File: src/rtl/kyber_pkg.sv
// Shared constants and state encoding for the Kyber byte-to-word unpacker.
package kyber_pkg;

  localparam int KYBER_N = 256;
  localparam int MAX_D   = 12;
  // One extra count bit so a full polynomial (KYBER_N words) plus one fits.
  localparam int CNT_W   = 9;

  typedef enum logic [1:0] {
    ST_IDLE = 2'd0,
    ST_RUN  = 2'd1,
    ST_DONE = 2'd2
  } state_e;

endpackage

File: src/rtl/bit_unpack_ctrl.sv
// Unpacks an LSB-first byte stream into d-bit words (1 <= d <= MAX_D).
// All outputs are registers computed from next-state values, so a byte
// accepted on one edge can produce a word visible right after that edge.
module bit_unpack_ctrl
  import kyber_pkg::*;
#(
  parameter int MAX_D = kyber_pkg::MAX_D,
  parameter int CNT_W = kyber_pkg::CNT_W
) (
  input  logic             clk,
  input  logic             rst_n,
  input  logic             start,
  input  logic [3:0]       d_sel,
  input  logic [CNT_W-1:0] word_count,
  input  logic             in_valid,
  output logic             in_ready,
  input  logic [7:0]       in_data,
  output logic             out_valid,
  input  logic             out_ready,
  output logic [MAX_D-1:0] out_word,
  output logic             busy,
  output logic             done,
  output logic             err
);

  localparam int BUF_W  = MAX_D + 8;
  localparam int FILL_W = $clog2(BUF_W + 1);

  state_e             state_q, state_d;
  logic [BUF_W-1:0]   buf_q, buf_d;
  logic [FILL_W-1:0]  fill_q, fill_d;
  logic [CNT_W-1:0]   emitted_q, emitted_d;
  logic [CNT_W-1:0]   count_q, count_d;
  logic [3:0]         d_q, d_d;

  logic               in_ready_q, in_ready_d;
  logic               out_valid_q, out_valid_d;
  logic [MAX_D-1:0]   out_word_q, out_word_d;
  logic               busy_q, busy_d;
  logic               done_q, done_d;
  logic               err_q, err_d;

  logic               take_byte, give_word;
  logic [BUF_W-1:0]   shifted;
  logic [BUF_W-1:0]   byte_ext;
  logic [FILL_W-1:0]  fill_after_emit;
  logic [MAX_D-1:0]   mask_d;

  // Next-state: job launch, byte append, word emit and completion.
  always_comb begin
    state_d         = state_q;
    buf_d           = buf_q;
    fill_d          = fill_q;
    emitted_d       = emitted_q;
    count_d         = count_q;
    d_d             = d_q;
    err_d           = 1'b0;
    take_byte       = in_ready_q & in_valid;
    give_word       = out_valid_q & out_ready;
    shifted         = buf_q;
    fill_after_emit = fill_q;
    byte_ext        = '0;

    unique case (state_q)
      ST_IDLE: begin
        if (start) begin
          if ((d_sel != 4'd0) && (int'(d_sel) <= MAX_D) && (word_count != '0)) begin
            state_d   = ST_RUN;
            d_d       = d_sel;
            count_d   = word_count;
            buf_d     = '0;
            fill_d    = '0;
            emitted_d = '0;
          end else begin
            err_d = 1'b1;
          end
        end
      end
      ST_RUN: begin
        // Emit shifts first so a same-cycle byte lands at fill-d.
        if (give_word) begin
          shifted         = buf_q >> d_q;
          fill_after_emit = fill_q - FILL_W'(d_q);
          emitted_d       = emitted_q + CNT_W'(1);
        end
        byte_ext = BUF_W'(in_data) << fill_after_emit;
        if (take_byte) begin
          buf_d  = shifted | byte_ext;
          fill_d = fill_after_emit + FILL_W'(8);
        end else begin
          buf_d  = shifted;
          fill_d = fill_after_emit;
        end
        if (emitted_d == count_q) begin
          state_d = ST_DONE;
          buf_d   = '0;
          fill_d  = '0;
        end
      end
      ST_DONE: state_d = ST_IDLE;
      default: state_d = ST_IDLE;
    endcase

    mask_d      = (MAX_D'(1) << d_d) - MAX_D'(1);
    out_valid_d = (state_d == ST_RUN) && (fill_d >= FILL_W'(d_d));
    out_word_d  = buf_d[MAX_D-1:0] & mask_d;
    in_ready_d  = (state_d == ST_RUN) && (fill_d <= FILL_W'(MAX_D)) && (emitted_d < count_d);
    busy_d      = (state_d == ST_RUN);
    done_d      = (state_d == ST_DONE);
  end

  // State and registered outputs, cleared asynchronously.
  always_ff @(posedge clk or negedge rst_n) begin
    if (!rst_n) begin
      state_q     <= ST_IDLE;
      buf_q       <= '0;
      fill_q      <= '0;
      emitted_q   <= '0;
      count_q     <= '0;
      d_q         <= '0;
      in_ready_q  <= 1'b0;
      out_valid_q <= 1'b0;
      out_word_q  <= '0;
      busy_q      <= 1'b0;
      done_q      <= 1'b0;
      err_q       <= 1'b0;
    end else begin
      state_q     <= state_d;
      buf_q       <= buf_d;
      fill_q      <= fill_d;
      emitted_q   <= emitted_d;
      count_q     <= count_d;
      d_q         <= d_d;
      in_ready_q  <= in_ready_d;
      out_valid_q <= out_valid_d;
      out_word_q  <= out_word_d;
      busy_q      <= busy_d;
      done_q      <= done_d;
      err_q       <= err_d;
    end
  end

  assign in_ready  = in_ready_q;
  assign out_valid = out_valid_q;
  assign out_word  = out_word_q;
  assign busy      = busy_q;
  assign done      = done_q;
  assign err       = err_q;

endmodule

File: config.mk
export PLATFORM = sky130hd
export DESIGN_NAME = bit_unpack_ctrl
export DESIGN_NICKNAME = d
export VERILOG_FILES = /design/src/rtl/kyber_pkg.sv /design/src/rtl/bit_unpack_ctrl.sv
export SDC_FILE = /design/constraint.sdc
export NUM_CORES = 1
export LEC_CHECK = 0
export BUFFER_PORTS_ARGS = -buffer_cell sky130_fd_sc_hd__buf_2
export CORE_UTILIZATION = 56
export CTS_CLUSTER_SIZE = 12
export DETAILED_ROUTE_END_ITERATION = 12
export GPL_TIMING_DRIVEN = 0
export PLACE_DENSITY = 0.75
export SYNTH_ARGS = -nofsm -noshare
export SYNTH_HDL_FRONTEND = slang
export SYNTH_SLANG_ARGS = --single-unit
File: constraint.sdc
create_clock -name clk -period 10.85 [get_ports clk]
set_clock_uncertainty 0.1 [all_clocks]
set_input_delay 2.17 -clock clk [delete_from_list [all_inputs] [get_ports clk]]
set_output_delay 2.17 -clock clk [all_outputs]
set_load 0.005 [all_outputs]
Word level (Yosys, flattened, before mapping) --
Index checks and enable logic that the tools add are counted. Widths: inputs -> output; s select.
Operators by class: add/subtract/negate cells 4, $lt $le $gt $ge 4, equality and inequality tests 6, shifts and indexed selects 3, multiplexer cells 32, bitwise gates (word level) 4, reduce and logical (&&, ||, !) cells 10
Operators with widths (count):
- $mux 20 | 6
- $mux 9 | 7
- $pmux 20 s2 | 1
- $mux 5 | 6
- $or 20x20->20 | 1
- $shl 8x5->20 | 1
- $shr 20x4->20 | 1
- $pmux 9 s2 | 1
- $and 12x12->12 | 1
- $mux 4 | 3
- $shl 1x4->12 const A | 1
- $sub 12x2->12 const B | 1
- $pmux 5 s2 | 1
- $add 9x1->9 const B | 1
- $eq 9x9->1 | 1
- $lt 9x9->1 | 1
- $reduce_bool 9->1 | 1
- $mux 2 | 3
- $add 5x4->5 const B | 1
- $ge 5x4->1 | 1
- $le 5x4->1 const B | 1
- $logic_and 1x1->1 | 5
- $sub 5x4->5 | 1
- $eq 2x1->1 const B | 2
- 10 further kinds | 14
Word-level totals: register bits after elaboration 66, bits of input ports 26, output and inout bits 17, logic and storage cells 76

Depth between registers and ports, before layout --
Gate-level depths: netlist (run 1).
depth in word-level cells 10, mapped depth 14, gate-level depth less buffers 14

Worst setup path after synthesis (run 1) --
OpenSTA, ideal clock, no wires.
path type input to register, from input d_sel[2], to register in_ready_q (netlist: in_ready), setup time 0.099 ns, arrival time 4.771 ns, data required time 10.651 ns, slack 5.880 ns, cell stages on the path 13, path buffers 2, path through nor4_1 -> a21oi_1 -> a31oi_1 -> clkbuf_8 -> clkbuf_1 -> o21ai_0 -> o41ai_1 -> ha_1 -> a21o_1 -> a21o_1 -> a211oi_1 -> o211ai_1 -> a311oi_1
On the way: elaborated cells between the ends (all ways) 21, those cells by class order compare (3); eq/ne (1); mux (12); reduce/logical (5)
RTL lines:
- start, declared | line bit_unpack_ctrl.sv:13 | input logic [3:0] d_sel,
- $le 4x4->1 or $reduce_bool 4->1 (tied branches) | line bit_unpack_ctrl.sv:67 | if ((d_sel != 4'd0) && (int'(d_sel) <= MAX_D) && (word_count != '0)) begin
- $logic_and 1x1->1 (*) (2 in series) | line bit_unpack_ctrl.sv:67
- $mux 9 (*) | line bit_unpack_ctrl.sv:67
- $mux 9 (*) | line bit_unpack_ctrl.sv:66 | if (start) begin
- $pmux 9 s2 (*) | line bit_unpack_ctrl.sv:64 | unique case (state_q)
- via emitted_d[6] | line bit_unpack_ctrl.sv:32 | logic [CNT_W-1:0] emitted_q, emitted_d;
- $lt 9x9->1 (*) | line bit_unpack_ctrl.sv:107 | in_ready_d = (state_d == ST_RUN) && (fill_d <= FILL_W'(MAX_D)) && (emitted_d < count_d);
- $logic_and 1x1->1 (*) | line bit_unpack_ctrl.sv:107
- via in_ready_d | line bit_unpack_ctrl.sv:36 | logic in_ready_q, in_ready_d;
- end signal, assigned | line bit_unpack_ctrl.sv:134 | in_ready_q <= in_ready_d;
- end, declared | line bit_unpack_ctrl.sv:36
Mark *: on every way through the listed nets, which the timed path passes. The rest lies on a longest branch. A chain may end at the register's enable or synchronous reset.

Worst setup path in the final report (run 1) --
from input word_count[5], to register in_ready_q (netlist: in_ready)
On the way: elaborated cells between the ends (all ways) 19, those cells by class order compare (2); eq/ne (1); mux (12); reduce/logical (4)
RTL lines:
- start, declared | line bit_unpack_ctrl.sv:14 | input logic [CNT_W-1:0] word_count,
- $reduce_bool 9->1 | line bit_unpack_ctrl.sv:67
- $logic_and 1x1->1 | line bit_unpack_ctrl.sv:67
- $mux 9 | line bit_unpack_ctrl.sv:67
- $mux 9 | line bit_unpack_ctrl.sv:66
- $pmux 9 s2 | line bit_unpack_ctrl.sv:64
- via emitted_d[6] | line bit_unpack_ctrl.sv:32
- $lt 9x9->1 | line bit_unpack_ctrl.sv:107
- $logic_and 1x1->1 | line bit_unpack_ctrl.sv:107
- via in_ready_d | line bit_unpack_ctrl.sv:36
The timed path passes the listed nets, and every way through them passes these cells.

==> results by stage, run 1 <==
Yosys:
- The per-instance average area after synthesis is 9.19 um^2.
- The most common flop cell mapped by yosys is sky130_fd_sc_hd__dfrtp_1.
- The register area share after synthesis is 0.307.
- The yosys synthesis warning count is 0.
- By area the synthesized netlist is led by sky130_fd_sc_hd__dfrtp_1, sky130_fd_sc_hd__mux4_2, sky130_fd_sc_hd__mux2i_1.
- Of the post-synthesis cell area, the dominant cell type holds 0.307.
- The post-synth net total is 631.
- The cell taking the most area after synthesis is sky130_fd_sc_hd__dfrtp_1.
- The cell count after synthesis came out at between 500 and 600.
- The number of enable-type register cells in the synthesized netlist is 0.
- The number of unique standard cell types used by synthesis is between 80 and 90.
- In this run the cell area of the synthesized design comes to 5390 um^2.
- The post-synthesis register bit count is 66.
- In the synthesized netlist the async set-or-reset flop fraction comes to 1.00.

Drt:
- Dividing the detail-routed wire length by the instance count gives 20.8 um.
- The via count is 5,067.
- The number of iterations in the first detailed-routing pass is 5.
- For this run, design rule violations remaining after detail routing come to 0.
- In this run the remaining antenna-violating nets after routing total 0.
- Using the TritonRoute via totals, the vias-per-cell ratio works out to 6.55.
- After detailed routing, the total wire length is 16,000 um.
- The first routing iteration left 389 violations.

Worst setup path:
- Data arrives at the worst endpoint at 6.33 ns.
- The kind of end point of the critical path is a flip-flop.
- The kind of critical path is primary input to flip-flop.
- STA puts the critical path data required time at 10.96 ns.
- Along the worst path, the maximum fanout reaches 10.
- The worst setup path is launched from a primary input.

Layout:
- The net total in the final layout is 684.
- At the end of the flow the core is filled with cells to 0.645.
- The library cells used most frequently in the layout, excluding fill and tap cells, are sky130_fd_sc_hd__dfrtp_1, sky130_fd_sc_hd__nand2_1, sky130_fd_sc_hd__buf_2, sky130_fd_sc_hd__nor2_1.
- Leaving out fill and tap cells, the most frequent cell in the layout is sky130_fd_sc_hd__dfrtp_1.
- In the final layout, the share of cells above drive strength 1 is 0.196.
- The number of diodes is 0.
- Compared with the post-synthesis result, the final layout area differs by 11.1%.

Clocking:
- The number of clock sinks is 66.
- The clock latency of the later-clocked register in the worst-skew pair is 0.37 ns.
- In this run the deepest clock path goes through 2 buffers.
- Once the clock tree was built, the resizer swapped 0 gates to a different size.
- Clock tree synthesis selected as its root buffer the cell sky130_fd_sc_hd__clkbuf_8.
- The clock tree from TritonCTS is built.
- The clock-pin transition on the worst setup and hold timing paths is 0.08 ns.
- The hold buffer count at CTS is 0.
- The number of H-tree levels is 3.
- In this run, CTS created clock tree buffers numbering 9.
- The post-CTS repair timing setup buffer count is 0.

Timing:
- The smallest clock period supported by the final layout is computed as 6.21 ns.
- The final-layout worst hold slack is 0.433 ns.
- The post-route clock period utilization is 0.573.
- The number of failing hold endpoints at the final stage came to 0.
- Static timing analysis puts the maximum clock frequency at between 0.15 and 0.2 GHz.
- Setup violations remaining at the end of the flow were counted as 0.
- The worst max-slew margin expressed relative to the limit is 0.424.
- The number of max-slew violations in the final report is 0.
- The summed negative setup slack over all endpoints is 0 ns.
- At the pin with the least slew margin, the transition time is 0.864 ns.
- Setup repair after global routing left no endpoint under its margin.

GRT:
- The sum of overflow across all layers after global routing is 0.
- The total track usage is 0.344.
- The maximum number of pins on one net before global-route repair is 67.
- The global-route wire length before repair is 26,300 um.
- The number of antenna violations at the first check in global routing is 0.
- The via count of the first global-routing pass is between 5k and 6k.

Floorplan:
- Pin placement for this block handled 43 I/O pins.
- From bottom edge to top edge, the die measures 100 um.
- The region available for standard cell placement spans 9280 um^2.
- The initial core utilization is 0.580.
- After floorplanning, the core was divided into 35 placement rows.
- The die is 100 um wide.
- The floorplan step defined a die boundary enclosing 10,000 um^2.

Place:
- The number of buffers added on ports is 42.
- The final weighted congestion in routability-driven placement is 0.968.
- The placed wire-length estimate is about 12,000 um.

Power:
- Across the VDD grid, the largest voltage drop is 0.151 mV.
- The completed layout was analyzed and its total power is 1890 uW.
- Summed over all cells, the static leakage comes to approximately 0.0027 uW.
- For this design the ratio of total power to cell area is around 320 nW/um^2.

Outcome:
- The run finished with clean final reports.

Worst hold path:
- The classification of the worst-slack hold path is flip-flop to flip-flop.

Flow run:
- The count of max-cap constraint violations is 0.
## worst max-delay path, stage by stage
cell	delay, ns
sky130_fd_sc_hd__buf_2	0.11
sky130_fd_sc_hd__nor4_1	0.51
sky130_fd_sc_hd__nand3_1	0.25
sky130_fd_sc_hd__a31oi_1	0.57
sky130_fd_sc_hd__clkbuf_8	0.33
sky130_fd_sc_hd__clkbuf_1	0.46
sky130_fd_sc_hd__o21ai_0	0.17
sky130_fd_sc_hd__o41ai_1	0.12
sky130_fd_sc_hd__ha_1	0.32
sky130_fd_sc_hd__a21o_1	0.18
sky130_fd_sc_hd__a21o_1	0.17
sky130_fd_sc_hd__a211oi_1	0.31
sky130_fd_sc_hd__o211ai_1	0.17
sky130_fd_sc_hd__a311oi_1	0.46
## sequential cells by signal (all words and copies together), names as in the netlist, 2 cells and up
signal	count
buf_q	20
out_word	12
count_q	9
emitted_q	9
fill_q	5
d_q	4
state_q	2
## synthesized netlist by cell type (all sizes together) (6+ instances only)
library cell	n
a221oi	6
clkbuf	23
nor2	35
nand2	58
and2	7
a31oi	10
o221ai	6
a22o	8
nand4	8
o211ai	6
inv	27
ha	18
o21ai	33
buf	18
xor2	7
a32oi	8
a211oi	7
dfrtp	66
o22ai	7
xnor2	8
nand3	24
or3	8
mux4	19
mux2i	27
and3	10
nor3	11
a21oi	31
mux2	8
## area by class of cell
| class | instances | area [um^2] |
|---|---|---|
| clock buffers | 9 | 124 |
| plain buffers | 42 | 250 |
| multi-input cells | 449 | 3380 |
| inverters | 29 | 110 |
| well taps | 129 | 161 |
| clock inverters | 7 | 101 |
| fillers | 823 | 3300 |
| repair buffers | 42 | 213 |
| flip-flops and latches | 66 | 1650 |
## kinds of logic (layout without fill, tap and decap cells)
family / count (synthesis) / after routing / share of synthesized area
multiplexers: 54 / 54 / 0.150
AND/OR/NAND/NOR: 192 / 192 / 0.183
buffers and inverters: 71 / 129 / 0.0669
AO/OA/AOI/OAI: 168 / 168 / 0.219
XOR/XNOR: 16 / 16 / 0.0288
flip-flops: 66 / 66 / 0.307
adder cells (fa/ha/maj): 19 / 19 / 0.0455
## stage by stage
step	area (um^2)	worst slack [ns]	std cells
final	5990	4.64	773
after global routing	5990	4.42	773
after CTS	5990	4.64	773
after detailed placement	5760	4.24	757
after global placement	5760	4.38	757
after floorplan	5390	5.88	586
## report_power, final
group,switching (uW),total (uW),internal (uW)
Combinational,724,1230,502
Sequential,85.2,420,335
Clock,115,247,132
## per-layer routing
metal  global-route usage  wire [um]  share of wire  vias up
met2                0.586       7910           0.49      204
met3               0.0487        832          0.052       48
met1                0.437       6690           0.42     2489
met4                0.153        616          0.038        0
li1                     -          -              -     2326
met5                    0          0              0        -
## final timing paths
path	startpoint	to	slack, ns	cells past startpoint
setup reg to reg	d_q[2]$_DFF_PN0_	out_word[8]$_DFF_PN0_	6.43	12
min in group asynchronous	rst_n	buf_q[14]$_DFFE_PN0P_	1.78	1
hold reg to reg	emitted_q[8]$_DFF_PN0_	emitted_q[8]$_DFF_PN0_	0.43	1
setup / recovery	word_count[5]	in_ready$_DFF_PN0_	4.64	14
max in group asynchronous	rst_n	buf_q[5]$_DFF_PN0_	8.27	1
hold / removal	emitted_q[8]$_DFF_PN0_	emitted_q[8]$_DFF_PN0_	0.43	1
Note: power is estimated with default switching activity, not from simulation.
==> run 2, diff against run 1 <==
- ABC_AREA: not set -> 1
- clock period: 10.85 -> 6.45 ns (I/O delays scaled with it)
==> results by stage, run 2 <==
Clocking:
- Buffers inserted to repair hold after CTS numbered 0.
- The number of H-tree levels is 3.
- The later pin in the worst-skew pair is clocked with a latency of ~0.35 ns.
- Gates resized during post-CTS repair numbered 0.
- In this run the clock root is driven by a sky130_fd_sc_hd__clkbuf_8.
- The number of buffers created by CTS is 9.
- The clock tree from TritonCTS is built.
- After clock tree synthesis, the clock-pin slew on the worst setup and hold paths is ~0.08 ns.
- Post-CTS timing repair inserted 0 buffers for setup.
- Clock tree synthesis found a total of 66 sinks.
- Counting along the longest clock path gives a buffer depth of 2.

Floorplan:
- The core region is 8890 um^2.
- The floorplan has 34 rows.
- The horizontal die dimension is 98.8 um.
- The number of top-level pins is 43.
- For this configuration, the core starts out at a cell density of 0.590.
- The area of the die is 9750 um^2.
- The floorplan die height is 98.8 um.

Power:
- The worst-case IR drop observed on VDD is 0.253 mV.
- The static power due to leakage is 0.00295 uW.
- Dividing total power by cell area gives a power density of 583 nW/um^2.

Yosys:
- The largest total area in the synthesized netlist belongs to sky130_fd_sc_hd__dfrtp_1.
- Counting every net in the synthesized netlist gives 829.
- Yosys mapped a number of flops with a built-in enable equal to 0.
- The per-instance average area after synthesis is 6.69 um^2.
- In the post-synthesis netlist, the biggest area contributors are sky130_fd_sc_hd__dfrtp_1, sky130_fd_sc_hd__nand2_1, sky130_fd_sc_hd__o21ai_0.
- The yosys synthesis warning count is 0.
- Sorting the synthesized cells by how often they occur yields sky130_fd_sc_hd__nand2_1, sky130_fd_sc_hd__inv_1, sky130_fd_sc_hd__o21ai_0.
- The portion of synthesized cell area occupied by the leading cell type is 0.315.
- The most frequent cell after synthesis is sky130_fd_sc_hd__nand2_1.
- The netlist uses 43 different library cells.
- The cell area that synthesis handed to floorplanning was approximately 5200 um^2.
- The most common flop cell mapped by yosys is sky130_fd_sc_hd__dfrtp_1.
- The cell count after synthesis came out at between 700 and 800.
- The async set-reset flop share out of synthesis is 1.00.
- The post-synthesis register bit count is 66.
- The register area share after synthesis is 0.315.

Drt:
- The detailed-route wire length is roughly 16,000 um.
- Once detail routing completed, the nets flagged for antenna violations numbered 0.
- The number of iterations in the first detailed-routing pass is 5.
- For this run, design rule violations remaining after detail routing come to 0.
- In the routed layout, each cell is associated on average with a via count of 5.80.
- After detailed routing, the average wire length per cell comes to about 17 um.
- The first routing iteration left about 550 violations.
- The via count is 5,507.

Timing:
- The measured slew at the worst slew-check pin is 0.859 ns.
- The number of max-slew violations in the final report is 0.
- The number of failing hold endpoints at the final stage is 0.
- Setup violations remaining at the end of the flow were counted as 0.
- The tightest hold path in the finished design has a slack of 0.409 ns.
- Setup repair after global routing left no endpoint under its margin.
- The summed negative setup slack over all endpoints is 0 ns.
- The highest clock rate is 0.236 GHz.
- The post-route clock period utilization is 0.658.
- Measured against its own limit, the worst slew margin works out to 0.427.
- After layout, the minimum clock period comes to 4.25 ns.

Flow run:
- The count of max-cap constraint violations is 0.

Worst setup path:
- Among all stages on the critical path, the largest delay is contributed by sky130_fd_sc_hd__o21ai_0.
- The register-to-register path setup slack is 2.75 ns.
- The largest fanout on the critical path is 10.
- The signal on the critical path passes through buf_2 > inv_1 > nand2_1 > nor3_1 > nand3_1 > nand2_1 > o21ai_0 > nand2_1 > buf_2 > inv_1 > o21ai_0 > ha_1 > nand2_1 > nor2_1 > a211oi_1 > o21ai_0 > a21oi_1 > nand4_1 > nor2_1.
- The data arrival at the endpoint of the critical path is about 4.4 ns.
- The critical path contains buffers and inverters numbering 4 combined.
- The largest single stage delay on the critical path is 0.39 ns.
- Measured in cells, the most critical reg-to-reg path has a length of 18.
- Data on the critical path is required at its endpoint by roughly 6.6 ns.
- The sort of element at the start of the critical path is a primary input.
- The startpoint of the worst-slack reg-to-reg timing path is d_q[2]$_DFF_PN0_.
- The cell repeated most along the worst path is sky130_fd_sc_hd__nand2_1.
- The endpoint of the most critical register-to-register path is out_valid$_DFF_PN0_.
- The critical path's top delay family is compound AO/OA/AOI/OAI gates.
- The kind of end point of the critical path is a flip-flop.
- The worst setup path is of the primary input to flip-flop kind.

Place:
- The wire-length estimate of the detail-placed layout is 12,300 um.
- Routability-driven placement finished with a final weighted congestion of 0.958.
- The number of buffers added on ports is 42.
- The area of placed instances is 5590 um^2.

Layout:
- The multi-input combinational cells in the finished layout cover a total of around 3100 um^2.
- The register with the most flip-flops in the layout has 20 of them.
- The register bank with the most flops is buf_q.
- At the end of the flow, the number of nets in the layout was 882.
- Once layout is done, the placed cells without fillers occupy 5840 um^2.
- The area growth from synthesis to layout is 11.4%.
- The top cell types in the final layout, fill and taps aside, are sky130_fd_sc_hd__nand2_1, sky130_fd_sc_hd__inv_1, sky130_fd_sc_hd__o21ai_0, sky130_fd_sc_hd__dfrtp_1, sky130_fd_sc_hd__nand3_1.
- The repair_antennas step left the layout with diodes totalling 0.
- Fill cells in the final layout number roughly 800.
- The most frequent standard cell in the layout excluding fill and tap cells is sky130_fd_sc_hd__nand2_1.
- The utilization of the core after routing is 0.657.
- The fraction of layout cells with a size suffix above 1 is 0.165.
- The sequential cell area in the final layout is about 1700 um^2.

GRT:
- Across every metal layer, demand over resource in global routing totals 0.345.
- The global-route wire length before repair is approximately 26,000 um.
- The via count of the first global-routing pass came to 5,092.
- For this run the aggregate overflow at the end of global routing stands at 0.
- The number of antenna violations at the first check in global routing is 0.
- Entering global routing, the biggest net connects 67 pins.

Outcome:
- The flow ran to the end, and the final reports show no timing, DRC or antenna violations.

Worst hold path:
- Along the worst hold path, the cell count comes to 2.
- The min-delay analysis places its worst path in the category flip-flop to flip-flop.
- The start point of the worst hold path is buf_q[18]$_DFFE_PN0P_.
- The worst hold path terminates at buf_q[18]$_DFFE_PN0P_.
[run 2: tightest hold or removal path, cell delays in order, from the launching register on]
cell and delay (ns):
sky130_fd_sc_hd__dfrtp_1 0.35, sky130_fd_sc_hd__nand2_1 0.05, sky130_fd_sc_hd__o21ai_1 0.06
[run 2: cell families (layout without fill, tap and decap cells)]
kind of cell / after synthesis / in the layout / share of synthesized area
DFF: 66 / 66 / 0.315
muxes: 3 / 3 / 0.00573
buffers and inverters: 121 / 179 / 0.0976
xor gates and xnor gates: 1 / 1 / 0.00167
AOI/OAI and AO/OA: 161 / 161 / 0.185
and+or+nand+nor: 413 / 413 / 0.348
adders and majority gates: 19 / 19 / 0.0468
[run 2: through the flow]
step | cells | setup WS (ns) | total power [uW]
3_5_place_dp | 934 | 1.92 | 2890
3_3_place_gp | 934 | 1.95 | 2830
2_1_floorplan | 784 | 2.82 | 2300
5_1_grt | 950 | 1.80 | 3720
4_1_cts | 950 | 2.27 | 3350
6_report | 950 | 2.20 | 3400
[run 2: cell type report]
class	instances	area share
multi-input combinational	597	0.527
clock buffer	10	0.0236
timing repair buffer	42	0.0364
sequential	66	0.283
buffer	26	0.0249
inverter	95	0.0628
tap	108	0.0231
clock inverter	6	0.0193
[run 2: how the worst max path moves through the flow]
stage | from | to | slack (ns) | depth (start not counted)
after floorplan | d_sel[1] | in_ready$_DFF_PN0_ | 2.82 | 16
after global placement | word_count[0] | in_ready$_DFF_PN0_ | 1.95 | 19
after detailed placement | word_count[0] | in_ready$_DFF_PN0_ | 1.92 | 19
after CTS | word_count[0] | in_ready$_DFF_PN0_ | 2.27 | 19
after global routing | word_count[0] | in_ready$_DFF_PN0_ | 1.80 | 19
final | word_count[0] | in_ready$_DFF_PN0_ | 2.20 | 19
[run 2: report_power, final]
group,leakage [uW],switching [uW],internal (uW),total [uW]
registers,0.000800,142,604,746
logic,0.00203,1480,722,2200
clock network,0.000127,186,269,455
total,0.00295,1810,1600,3400
[run 2: routing by layer]
metal	vias up	global-route usage	share of wire
met2	278	0.506	0.43
met1	2535	0.506	0.46
met3	21	0.0809	0.097
met5	-	0	0
met4	0	0.0964	0.016
li1	2673	-	-
==> run 3, diff against run 2 <==
- CORE_UTILIZATION: 56 -> 55
- PLACE_DENSITY: 0.75 -> 0.77
- clock period: 6.45 -> 3.4 ns (I/O delays scaled with it)
==> results by stage, run 3 (synthesis results as in run 2) <==
Outcome:
- The run finished with clean final reports.

Worst setup path:
- In this design, the stage delay of the slowest critical-path cell is approximately 0.53 ns.
- In this run the critical register-to-register path is launched from d_q[1]$_DFF_PN0_.
- STA classifies the critical path startpoint as a flip-flop.
- The endpoint of the most critical register-to-register path is out_valid$_DFF_PN0_.
- STA puts the critical path data arrival time at between 3 and 4 ns.
- The kind of critical path is flip-flop to flip-flop.
- The critical path's top delay family is adder cells.
- For the worst flop-to-flop path, the logic depth is 16.
- STA classifies the critical path endpoint as a flip-flop.
- The signal on the critical path passes through clkinv_2 > clkbuf_4 > fa_1 > inv_1 > o21ai_4 > buf_6 > nand3_1 > nand2_1 > ha_1 > o21ai_0 > nand2_1 > a21o_1 > a21oi_1 > nand3_1 > nand2_1 > inv_1.
- In this design, the critical path's most frequently occurring cell is sky130_fd_sc_hd__nand2_1.
- The count of buffering cells on the critical path with inverters included is 5.
- The standard cell with the maximum stage delay on the critical path is sky130_fd_sc_hd__fa_1.
- At the worst endpoint, the required time is 3.54 ns.
- The register-to-register path setup slack is 0.26 ns.
- In this run the worst path has a maximum fanout of 11.

Power:
- The largest vdd supply drop is 0.502 mV.
- The completed layout was analyzed and its total power is between 6000 and 7000 uW.
- The static power due to leakage is 0.00295 uW.
- The cell area power density is 1090 nW/um^2.

Timing:
- The post-route clock period utilization is 0.922.
- The final-layout worst hold slack is approximately 0.33 ns.
- The setup-violating endpoint count in the final report is 0.
- The number of failing hold endpoints at the final stage came to 0.
- Headroom to the max-slew limit came out at 0.399.
- The measured slew at the worst slew-check pin is 0.901 ns.
- Static timing analysis puts the maximum clock frequency at about 0.32 GHz.
- The post-layout minimum cycle time is 3.14 ns.
- The number of max-slew violations in the final report came to 0.

Layout:
- The most frequent standard cell in the layout excluding fill and tap cells is sky130_fd_sc_hd__nand2_1.
- The area growth from synthesis to layout is 12.9%.
- Leaving out fill and tap cells, the most frequent cells in the layout are sky130_fd_sc_hd__nand2_1, sky130_fd_sc_hd__inv_1, sky130_fd_sc_hd__dfrtp_1, sky130_fd_sc_hd__o21ai_0, sky130_fd_sc_hd__nand3_1.
- The fraction of layout cells with a size suffix above 1 is 0.182.
- The register with the most flip-flops in the layout has 20 of them.
- The number of diodes is 0.
- The net total in the final layout is 882.
- After routing the design area is 5920 um^2.
- Ranked by flip-flop count, first place goes to buf_q.
- The utilization of the core after routing is 0.641.

Worst hold path:
- The classification of the worst-slack hold path is primary input to asynchronous set/reset pin.

Place:
- The final weighted congestion in routability-driven placement is slightly above 0.9.
- The area of placed instances is 5620 um^2.
- The wire-length estimate of the detail-placed layout is 12,400 um.
- Input and output buffers added on the ports amount to 42.

Drt:
- The routed length per instance is between 15 and 20 um.
- The highest layer touched by signal routing is met4.
- The total length of routed met3 wires is 905 um.
- The total routed wire length on the met1 layer is about 7100 um.
- The via count is 5,494.
- In the detailed route, the total length drawn on met2 is 7390 um.
- In the routed layout, each cell is associated on average with a via count of 5.66.
- The count of nets left with antenna violations after detail routing is 0.
- The number of iterations in the first detailed-routing pass is 7.
- The number of remaining DRC errors is 0.
- The detailed-route wire length is approximately 16,000 um.
- The number of DRC violations after detailed-routing iteration 0 is roughly 330.

GRT:
- The sum of overflow across all layers after global routing is 0.
- The via count of the first global-routing pass is between 5k and 6k.
- The maximum number of pins on one net before global-route repair is 67.
- The global-route wire length before repair is roughly 26,000 um.
- The number of antenna violations at the first check in global routing was 0.
- The total track usage is 0.339.

Floorplan:
- The initial core utilization is 0.567.
- The area of the core region is between 9000 and 10,000 um^2.
- 43 I/O pins were placed.
- The floorplan step defined a die boundary enclosing 9930 um^2.
- From left edge to right edge, the die measures 99.6 um.
- From bottom edge to top edge, the die measures 99.6 um.
- The number of standard-cell rows in the floorplan is 35.

Clocking:
- The number of clock sinks is 66.
- The number of H-tree levels is 3.
- In this run the clock root is driven by a sky130_fd_sc_hd__clkbuf_8.
- Clock tree synthesis inserted a total of 9 buffers.
- For the worst-skew pair, the clock arrives at the later sink with an insertion delay of roughly 0.36 ns.
- The clock tree from TritonCTS is built.
- The hold buffer count at CTS is 0.
- The maximum clock path buffer count is 2.
- Clock-pin slew was measured on the worst setup and hold paths at 0.08 ns.

Flow run:
- The count of max-cap constraint violations is 0.
-- run 3: cell types whose count changed in the layout (fill, tap and decap cells not counted), moves of 2 or more --
cell / previous run / this run
sky130_fd_sc_hd__buf_4: 1 / 6
sky130_fd_sc_hd__clkbuf_1: 13 / 8
sky130_fd_sc_hd__o21ai_0: 70 / 65
sky130_fd_sc_hd__clkinvlp_4: 0 / 4
sky130_fd_sc_hd__o21ai_1: 23 / 27
sky130_fd_sc_hd__buf_2: 49 / 46
sky130_fd_sc_hd__buf_6: 5 / 7
sky130_fd_sc_hd__inv_1: 86 / 84
sky130_fd_sc_hd__nor2_1: 42 / 40
sky130_fd_sc_hd__nor2_2: 6 / 8
-- run 3: what timing repair did --
action,in CTS,in global routing
buffers inserted,2,3
gates cloned,0,0
setup endpoints to repair,4,2
gates resized for setup,7,17
pin swaps,0,2
endpoints found under the hold margin,0,0
-- run 3: worst max path at each step --
stage | startpoint | endpoint | slack (ns) | cells after the start
after global placement | word_count[0] | in_ready$_DFF_PN0_ | -0.44 | 19
after CTS | word_count[8] | in_ready$_DFF_PN0_ | 0.08 | 17
final | d_q[1]$_DFF_PN0_ | out_valid$_DFF_PN0_ | 0.26 | 16
after detailed placement | word_count[8] | in_ready$_DFF_PN0_ | -0.47 | 17
after floorplan | d_sel[1] | in_ready$_DFF_PN0_ | 0.38 | 16
after global routing | word_count[1] | in_ready$_DFF_PN0_ | -0.01 | 19
-- run 3: report_power, final --
group	switching, uW	internal [uW]
sequential	289	1150
clock	337	434
combinational	2850	1420
total	3480	3000
-- run 3: area by class of cell --
cell class	instances	area, um^2
Multi-Input combinational cell	597	3110
Sequential cell	66	1650
Fill cell	865	3320
Clock inverter	6	88.8
Clock buffer	10	138
Tap cell	129	161
Buffer	21	141
Timing Repair Buffer	47	250
Inverter	95	378
-- run 3: metal layers --
| layer | GRT usage | vias up |
|---|---|---|
| met5 | 0 | - |
| met4 | 0.126 | 0 |
| met3 | 0.0457 | 33 |
| met2 | 0.542 | 194 |
| met1 | 0.469 | 2587 |
| li1 | - | 2680 |
-- run 3: per-stage QoR --
step                setup WS [ns]  std cells  TNS (ns)
detailed placement         -0.475        955    -0.698
global placement           -0.441        955    -0.644
CTS                        0.0841        971         0
global route              -0.0123        971   -0.0237
floorplan                   0.376        784         0
finish                      0.265        971         0
